==> src/rtl/dmem_pkg.sv <==
// Shared definitions for the data-memory access controller: default sizes,
// operation codes, FSM state encoding and the address range check.
package dmem_pkg;

  localparam int DATA_W_DEF = 16;
  localparam int ADDR_W_DEF = 6;
  localparam int DEPTH_DEF  = 32;

  localparam logic OP_LOAD  = 1'b0;
  localparam logic OP_STORE = 1'b1;

  localparam logic [2:0] ST_IDLE   = 3'd0;
  localparam logic [2:0] ST_SETUP  = 3'd1;
  localparam logic [2:0] ST_WRITE  = 3'd2;
  localparam logic [2:0] ST_READ   = 3'd3;
  localparam logic [2:0] ST_VERIFY = 3'd4;
  localparam logic [2:0] ST_RESP   = 3'd5;

  typedef enum logic [2:0] {
    IDLE   = ST_IDLE,
    SETUP  = ST_SETUP,
    WRITE  = ST_WRITE,
    READ   = ST_READ,
    VERIFY = ST_VERIFY,
    RESP   = ST_RESP
  } state_t;

  // Unsigned word-address range check against the implemented depth.
  function automatic logic addr_in_range(input logic [31:0] addr, input logic [31:0] depth);
    return addr < depth;
  endfunction

endpackage

==> src/rtl/dmem_access_ctrl_if.sv <==
// Core-side request/response handshake of the data-memory access controller.
// master = core (issues requests, accepts responses); slave = controller.
interface dmem_access_ctrl_if #(
  parameter int DATA_W = 16,
  parameter int ADDR_W = 6
);
  logic              req_valid;
  logic              req_ready;
  logic              req_store;
  logic [ADDR_W-1:0] req_addr;
  logic [DATA_W-1:0] req_wdata;
  logic              resp_valid;
  logic              resp_ready;
  logic [DATA_W-1:0] resp_rdata;
  logic              resp_err;

  modport master (
    output req_valid, req_store, req_addr, req_wdata, resp_ready,
    input  req_ready, resp_valid, resp_rdata, resp_err
  );

  modport slave (
    input  req_valid, req_store, req_addr, req_wdata, resp_ready,
    output req_ready, resp_valid, resp_rdata, resp_err
  );
endinterface

==> src/rtl/dmem_access_ctrl.sv <==
// Data-memory access controller: accepts one load/store at a time from the
// core, sequences the memory address/read/write strobes, optionally reads a
// store back to verify it, and returns data plus error status.
module dmem_access_ctrl
  import dmem_pkg::*;
#(
  parameter int DATA_W        = DATA_W_DEF,
  parameter int ADDR_W        = ADDR_W_DEF,
  parameter int DEPTH         = DEPTH_DEF,
  parameter bit VERIFY_STORES = 1'b1
) (
  input  logic              clk,
  input  logic              rst,
  dmem_access_ctrl_if.slave bus,
  output logic [ADDR_W-1:0] mem_addr,
  output logic              mem_read,
  output logic [DATA_W-1:0] mem_wdata,
  input  logic [DATA_W-1:0] mem_rdata,
  output logic [15:0]       access_cnt
);

  state_t state;
  state_t state_nxt;
  logic   op_q;
  logic   req_fire;
  logic   req_ok;
  logic   resp_rdata_q;
  logic [DATA_W-1:0] rdata_q;

  assign req_fire = (state == IDLE) && bus.req_valid;
  assign req_ok   = addr_in_range(32'(bus.req_addr), 32'(DEPTH));
  assign resp_rdata_q = 1'b0;

  // Next-state selection and handshake outputs decoded from the current state.
  always_comb begin
    state_nxt      = state;
    bus.req_ready  = 1'b0;
    bus.resp_valid = 1'b0;
    case (state)
      IDLE: begin
        bus.req_ready = 1'b1;
        if (bus.req_valid) state_nxt = req_ok ? SETUP : RESP;
      end
      SETUP:  state_nxt = (op_q == OP_STORE) ? WRITE : READ;
      WRITE:  state_nxt = VERIFY_STORES ? VERIFY : RESP;
      READ:   state_nxt = RESP;
      VERIFY: state_nxt = RESP;
      RESP: begin
        bus.resp_valid = 1'b1;
        if (bus.resp_ready) state_nxt = IDLE;
      end
      default: state_nxt = IDLE;
    endcase
  end

  // State register; reset abandons any in-flight request.
  always_ff @(posedge clk or posedge rst) begin
    if (rst) state <= IDLE;
    else     state <= state_nxt;
  end

  // Request latch: operation always, memory address/data only when in range
  // so an out-of-range request never reaches the memory port.
  always_ff @(posedge clk or posedge rst) begin
    if (rst) begin
      op_q      <= OP_LOAD;
      mem_addr  <= '0;
      mem_wdata <= '0;
    end else if (req_fire) begin
      op_q <= bus.req_store;
      if (req_ok) begin
        mem_addr  <= bus.req_addr;
        mem_wdata <= bus.req_wdata;
      end
    end
  end

  // Write strobe is low exactly while the FSM sits in WRITE; reset lifts it at once.
  always_ff @(posedge clk or posedge rst) begin
    if (rst) mem_read <= 1'b1;
    else     mem_read <= (state_nxt != WRITE);
  end

  // Response data/error capture; held unchanged through RESP.
  always_ff @(posedge clk or posedge rst) begin
    if (rst) begin
      rdata_q      <= '0;
      bus.resp_err <= 1'b0;
    end else begin
      case (state)
        IDLE: begin
          if (req_fire && !req_ok) begin
            rdata_q      <= '0;
            bus.resp_err <= 1'b1;
          end
        end
        WRITE: begin
          if (!VERIFY_STORES) begin
            rdata_q      <= '0;
            bus.resp_err <= 1'b0;
          end
        end
        READ: begin
          rdata_q      <= mem_rdata;
          bus.resp_err <= 1'b0;
        end
        VERIFY: begin
          rdata_q      <= mem_rdata;
          bus.resp_err <= (mem_rdata != mem_wdata) | resp_rdata_q;
        end
        default: ;
      endcase
    end
  end

  assign bus.resp_rdata = rdata_q;

  // Completed-access counter, stepped on each response handoff (wraps).
  always_ff @(posedge clk or posedge rst) begin
    if (rst)                                access_cnt <= '0;
    else if (state == RESP && bus.resp_ready) access_cnt <= access_cnt + 16'd1;
  end

endmodule

==> src/flat_wrapper.sv <==
// flat-port wrapper written by rule: the top's interface ports become plain ports
module dmem_access_ctrl_flat import dmem_pkg::*;
#(
  parameter int DATA_W        = DATA_W_DEF,
  parameter int ADDR_W        = ADDR_W_DEF,
  parameter int DEPTH         = DEPTH_DEF,
  parameter bit VERIFY_STORES = 1'b1
)
  (clk, rst, mem_addr, mem_read, mem_wdata, mem_rdata, access_cnt, bus_req_valid, bus_req_store, bus_req_addr, bus_req_wdata, bus_resp_ready, bus_req_ready, bus_resp_valid, bus_resp_rdata, bus_resp_err);
  dmem_access_ctrl_if #(.DATA_W(DATA_W), .ADDR_W(ADDR_W)) bus_i ();
  input  logic clk;
  input  logic rst;
  output logic [ADDR_W-1:0] mem_addr;
  output logic mem_read;
  output logic [DATA_W-1:0] mem_wdata;
  input  logic [DATA_W-1:0] mem_rdata;
  output logic [15:0] access_cnt;
  input wire logic [$bits(bus_i.req_valid)-1:0] bus_req_valid;
  input wire logic [$bits(bus_i.req_store)-1:0] bus_req_store;
  input wire logic [$bits(bus_i.req_addr)-1:0] bus_req_addr;
  input wire logic [$bits(bus_i.req_wdata)-1:0] bus_req_wdata;
  input wire logic [$bits(bus_i.resp_ready)-1:0] bus_resp_ready;
  output wire logic [$bits(bus_i.req_ready)-1:0] bus_req_ready;
  output wire logic [$bits(bus_i.resp_valid)-1:0] bus_resp_valid;
  output wire logic [$bits(bus_i.resp_rdata)-1:0] bus_resp_rdata;
  output wire logic [$bits(bus_i.resp_err)-1:0] bus_resp_err;
  assign bus_i.req_valid = bus_req_valid;
  assign bus_i.req_store = bus_req_store;
  assign bus_i.req_addr = bus_req_addr;
  assign bus_i.req_wdata = bus_req_wdata;
  assign bus_i.resp_ready = bus_resp_ready;
  assign bus_req_ready = bus_i.req_ready;
  assign bus_resp_valid = bus_i.resp_valid;
  assign bus_resp_rdata = bus_i.resp_rdata;
  assign bus_resp_err = bus_i.resp_err;
  dmem_access_ctrl #(.DATA_W(DATA_W), .ADDR_W(ADDR_W), .DEPTH(DEPTH), .VERIFY_STORES(VERIFY_STORES)) u_core (.clk(clk), .rst(rst), .bus(bus_i), .mem_addr(mem_addr), .mem_read(mem_read), .mem_wdata(mem_wdata), .mem_rdata(mem_rdata), .access_cnt(access_cnt));
endmodule
==> config.mk <==
export PLATFORM = sky130hd
export DESIGN_NAME = dmem_access_ctrl_flat
export DESIGN_NICKNAME = d
export VERILOG_FILES = /design/src/rtl/dmem_pkg.sv /design/src/rtl/dmem_access_ctrl_if.sv /design/src/rtl/dmem_access_ctrl.sv /design/src/flat_wrapper.sv
export SDC_FILE = /design/constraint.sdc
export NUM_CORES = 1
export LEC_CHECK = 0
export BUFFER_PORTS_ARGS = -buffer_cell sky130_fd_sc_hd__buf_2
export CORE_AREA = 5 5 96 98
export CTS_BUF_LIST = sky130_fd_sc_hd__clkbuf_2
export DETAILED_ROUTE_END_ITERATION = 12
export DIE_AREA = 0 0 101 103
export PLACE_DENSITY = 0.61
export SLEW_MARGIN = 10
export SYNTH_ARGS = -nofsm -noshare
export SYNTH_HDL_FRONTEND = slang
export SYNTH_SLANG_ARGS = --single-unit
==> constraint.sdc <==
create_clock -name clk -period 4.2 [get_ports clk]
set_input_delay 0.84 -clock clk [delete_from_list [all_inputs] [get_ports clk]]
set_output_delay 0.84 -clock clk [all_outputs]
set_load 0.02 [all_outputs]
---- Word-level counts from Yosys, hierarchy flattened ----
Index checks and enable logic that the tools add are counted.
operators by class
  equal/unequal tests ..................... 8
  $add $sub $neg .......................... 1
  multiplexer cells ....................... 11
  reduce and logical (&&, ||, !) cells .... 11
  order comparisons ....................... 1
operators with widths
  kind                                            count
  one-hot mux 16 bit (2 select lines)             1
  adder 16 x 1 -> 16 bit (second input constant)  1
  two-way mux 16 bit                              1
  != test 16 bit                                  1
  one-hot mux 3 bit (5 select lines)              1
  two-way mux 3 bit                               3
  == test 3 x 2 -> 1 bit (second input constant)  2
  == test 3 bit (second input constant)           2
  < comparator 6 bit (second input constant)      1
  AND reduction 2 bit                             3
  two-way mux 1 bit                               4
  == test 3 x 1 -> 1 bit (second input constant)  1
  logical AND 1 bit                               3
  logical NOT 3 bit                               1
  != test 3 x 2 -> 1 bit (second input constant)  1
  one-hot mux 1 bit (3 select lines)              1
  nonzero test 3 bit                              1
  != test 2 bit (second input constant)           1
  nonzero test 2 bit                              1
  OR reduction 2 bit                              1
  logical NOT 1 bit                               1
word-level totals
  word-level logic and storage cells ...... 40
  register bits after elaboration ......... 60
  input bits .............................. 43
  output and inout bits ................... 58

---- Longest topological paths before layout ----
  word-level depth ........................ 5
  mapped depth ............................ 6
  mapped depth without buffers ............ 5

---- Worst setup path before layout ----
OpenSTA, ideal clock, no wires.
  path kind ............................... reg2out
  start ................................... register u_core.state[0]
  end ..................................... output bus_req_ready
  path slack .............................. 2.462 ns
  stages on the path, launching flop included .. 3
  path buffers ............................ 1
  arrival ................................. 0.898 ns
  data required time ...................... 3.360 ns
  cell sequence ........................... dfrtp_1 buf_6 nor3_4
on the way
  cells in the longest elaborated chain, start to end .. 2
RTL lines
  what                      RTL line                text
  start: declaration        dmem_access_ctrl.sv:22  state_t state;
  start signal: assignment  dmem_access_ctrl.sv:59  else state <= state_nxt;
  logical NOT 3 bit         dmem_access_ctrl.sv:39  case (state)
  two-way mux 1 bit         dmem_access_ctrl.sv:39
  end: declaration          flat_wrapper.sv:23      output wire logic [$bits(bus_i.req_ready)-1:0] bus_req_ready;
Every way passes these cells.

---- Worst setup path after layout ----
Ends and elaborated chain as after synthesis.

==> metrics <==
status complete, no violations; share of the synthesized area in the top cell type 0.530; post-synthesis cell area 2790 um2; Worst path max stage delay roughly 0.56 ns; Final Hold Fails 0; worst path bufs/invs 1; area growth from synthesis to final layout 22.7%; Final Setup Violations 0; type of destination of the critical path output pin; Synth cell types 39; HP Class register to register; Worst Setup Slack, final between 1.5 and 2 ns; die area 10400 um2; Final nets 351; post-route non-filler standard cell count approximately 420; cts bufs inserted 9; Lkg Pwr between 1.5 and 2 nW; Min-Delay Path Depth 1; FFs w/ async S/R, synth 1.00; CP Data Required Time between 3 and 4 ns; total track usage 0.134; DRT Pass-1 Iters 4; worst hold endpoint u_core.mem_read; vias in the first global route slightly above 2000; Max-slew headroom 0.370; top_reg_cell synth dfrtp_1; finished layout cell area 3420 um2; DP Cell Count 404; initial core utilization 0.332; cell family with most CP delay flip-flops; remaining global-route overflow 0; post-route minimum period around 2.5 ns; # DRC 0; worst reg2reg setup slack roughly 2.2 ns; Reg clk slew, reported paths about 0.17 ns; startpoint types register; Fin Setup TNS 0 ns; measured slew at the worst slew-check pin between 0.9 and 1 ns; max_cap viols 0; VDD IR-drop max between 0.3 and 0.4 mV; fmax between 300 and 400 MHz; CTS tree built; Critical Setup Path Class register to output pin; H-tree Lvls 3; Max clock buf depth 2; initial antenna violation count 1; pwr/cell area a little over 700 nW/um2; first-pass GRT wire length approximately 11000 um; sequential area share after synthesis 0.539; syn_nets roughly 250; Cell Chain, Critical Path nor3_4 > buf_2; Vias/cell about 4.7; Post-CTS Repair Setup Buffers 0; Mapped Cells between 200 and 250; RSZ-0062 raised after global routing no; # clock sinks 60; #FFs+latches synth 60; Routed Antenna Nets 0; clk_skew 0.0200 ns; count leader, synth dfrtp_1; pin count of the biggest net entering global routing 46; Post-synth EDFFs 0; core area roughly 8400 um2; leading post-synthesis cells by cell area dfrtp_1 (53%), mux2_4 (10%), xnor2_1 (7.2%); cts hold-fix bufs 0; Top Ports between 100 and 150; Chip Width between 100 and 150 um; Data arrival, critical path approximately 1.7 ns; WL/cell between 15 and 20 um; fin crit share 0.595; max-slew violation count 0; commonest cells in the synthesized netlist dfrtp_1 (59), xnor2_1 (23), mux2_4 (19); Die Y about 100 um; # rows 34; Ys Warns 0; share of cells above drive strength 1 0.490; post-placement worst setup slack ~2.1 ns; post-CTS sizing 0; dominant cell type by area after synthesis dfrtp_1; crit path max fanout 11; R2R cell count 4; DR vias roughly 2000; Syn Area/Cell between 10 and 15 um2; worst r2r src u_core.state[2]; Critical R2R Capture u_core.bus.resp_rdata[1]; Hold Path Origin u_core.op_q; GPL Wtd Cong 0.741; worst hold slack approximately 0.45 ns; critical path's slowest cell dfrtp_1; Root Driver clkbuf_2; Worst-Skew Late Latency just under 0.5 ns; initial drt markers around 50; HPWL Detailed around 5000 um; drt total wl approximately 6600 um; DP Area about 3300 um2; IO buf count 100
==> kinds of logic (layout without fill, tap and decap cells) <==
group	Yosys count	after routing	synth area share
and+or+nand+nor	51	51	0.123
other	0	1	0
muxes	22	22	0.115
buffers and inverters	11	120	0.0404
DFF	60	60	0.539
adders and majority gates	1	1	0.00449
xor gates and xnor gates	31	31	0.0974
AOI/OAI and AO/OA	27	27	0.0813
==> registers in the layout (all words and copies together), names as in the netlist <==
| register | flops |
|---|---|
| u_core.mem_read | 1 |
| u_core.op_q | 1 |
| u_core.bus.resp_rdata | 16 |
| u_core.mem_addr | 6 |
| u_core.state | 3 |
| u_core.access_cnt | 16 |
| u_core.bus.resp_err | 1 |
| u_core.mem_wdata | 16 |
==> layer usage <==
metal | track usage | up-vias | wire, um
met4 | 0.0675 | 0 | 142
met2 | 0.215 | 61 | 3220
met5 | 0 | - | 0
met1 | 0.168 | 953 | 2840
met3 | 0.0338 | 11 | 401
li1 | - | 934 | -
==> cells in the final DEF (no fill, tap or decap), types with 2 or more instances in the layout <==
master,instances
a21oi_1,5
a22o_1,13
a22o_2,4
and2_1,2
buf_2,100
clkbuf_2,9
clkinv_2,3
clkinvlp_4,2
dfrtp_1,59
inv_1,2
mux2_2,3
mux2_4,19
nand2_1,10
nand3_1,6
nand4_1,5
nor2_1,8
nor2b_1,2
nor3_1,4
o21ai_0,2
xnor2_1,23
xor2_1,8
==> power by group <==
part           internal [mW]  switching [mW]  total (mW)
combinational          0.518           0.607        1.12
clock                 0.0743           0.227       0.301
sequential             0.796           0.212        1.01
==> worst max-delay path by stage <==
stage,to,startpoint,cells after the start
4_1_cts,bus_req_ready,u_core.state[0],2
5_1_grt,bus_req_ready,u_core.state[0],2
6_report,bus_req_ready,u_core.state[0],2
3_5_place_dp,u_core.mem_addr[4],bus_req_valid,4
2_1_floorplan,u_core.access_cnt[0],rst,1
3_3_place_gp,u_core.mem_wdata[0],bus_req_valid,4
==> layout make-up <==
type                    count  area (um2)
inverters                   3        11.3
diodes                      1        2.50
multi-input cells         132        1170
repair buffers            101         508
clock inverters             7        42.5
well taps                 108         135
flip-flops and latches     60        1500
clock buffers               9        45.0
fillers                   817        4960
==> metrics by stage <==
| step | power [mW] | utilization |
|---|---|---|
| floorplan | 1.86 | - |
| global placement | 2.13 | 0.397 |
| detailed placement | 2.16 | 0.397 |
| CTS | 2.47 | 0.408 |
| global route | 2.60 | 0.408 |
| finish | 2.43 | 0.408 |
(Power assumes the default switching activity.)
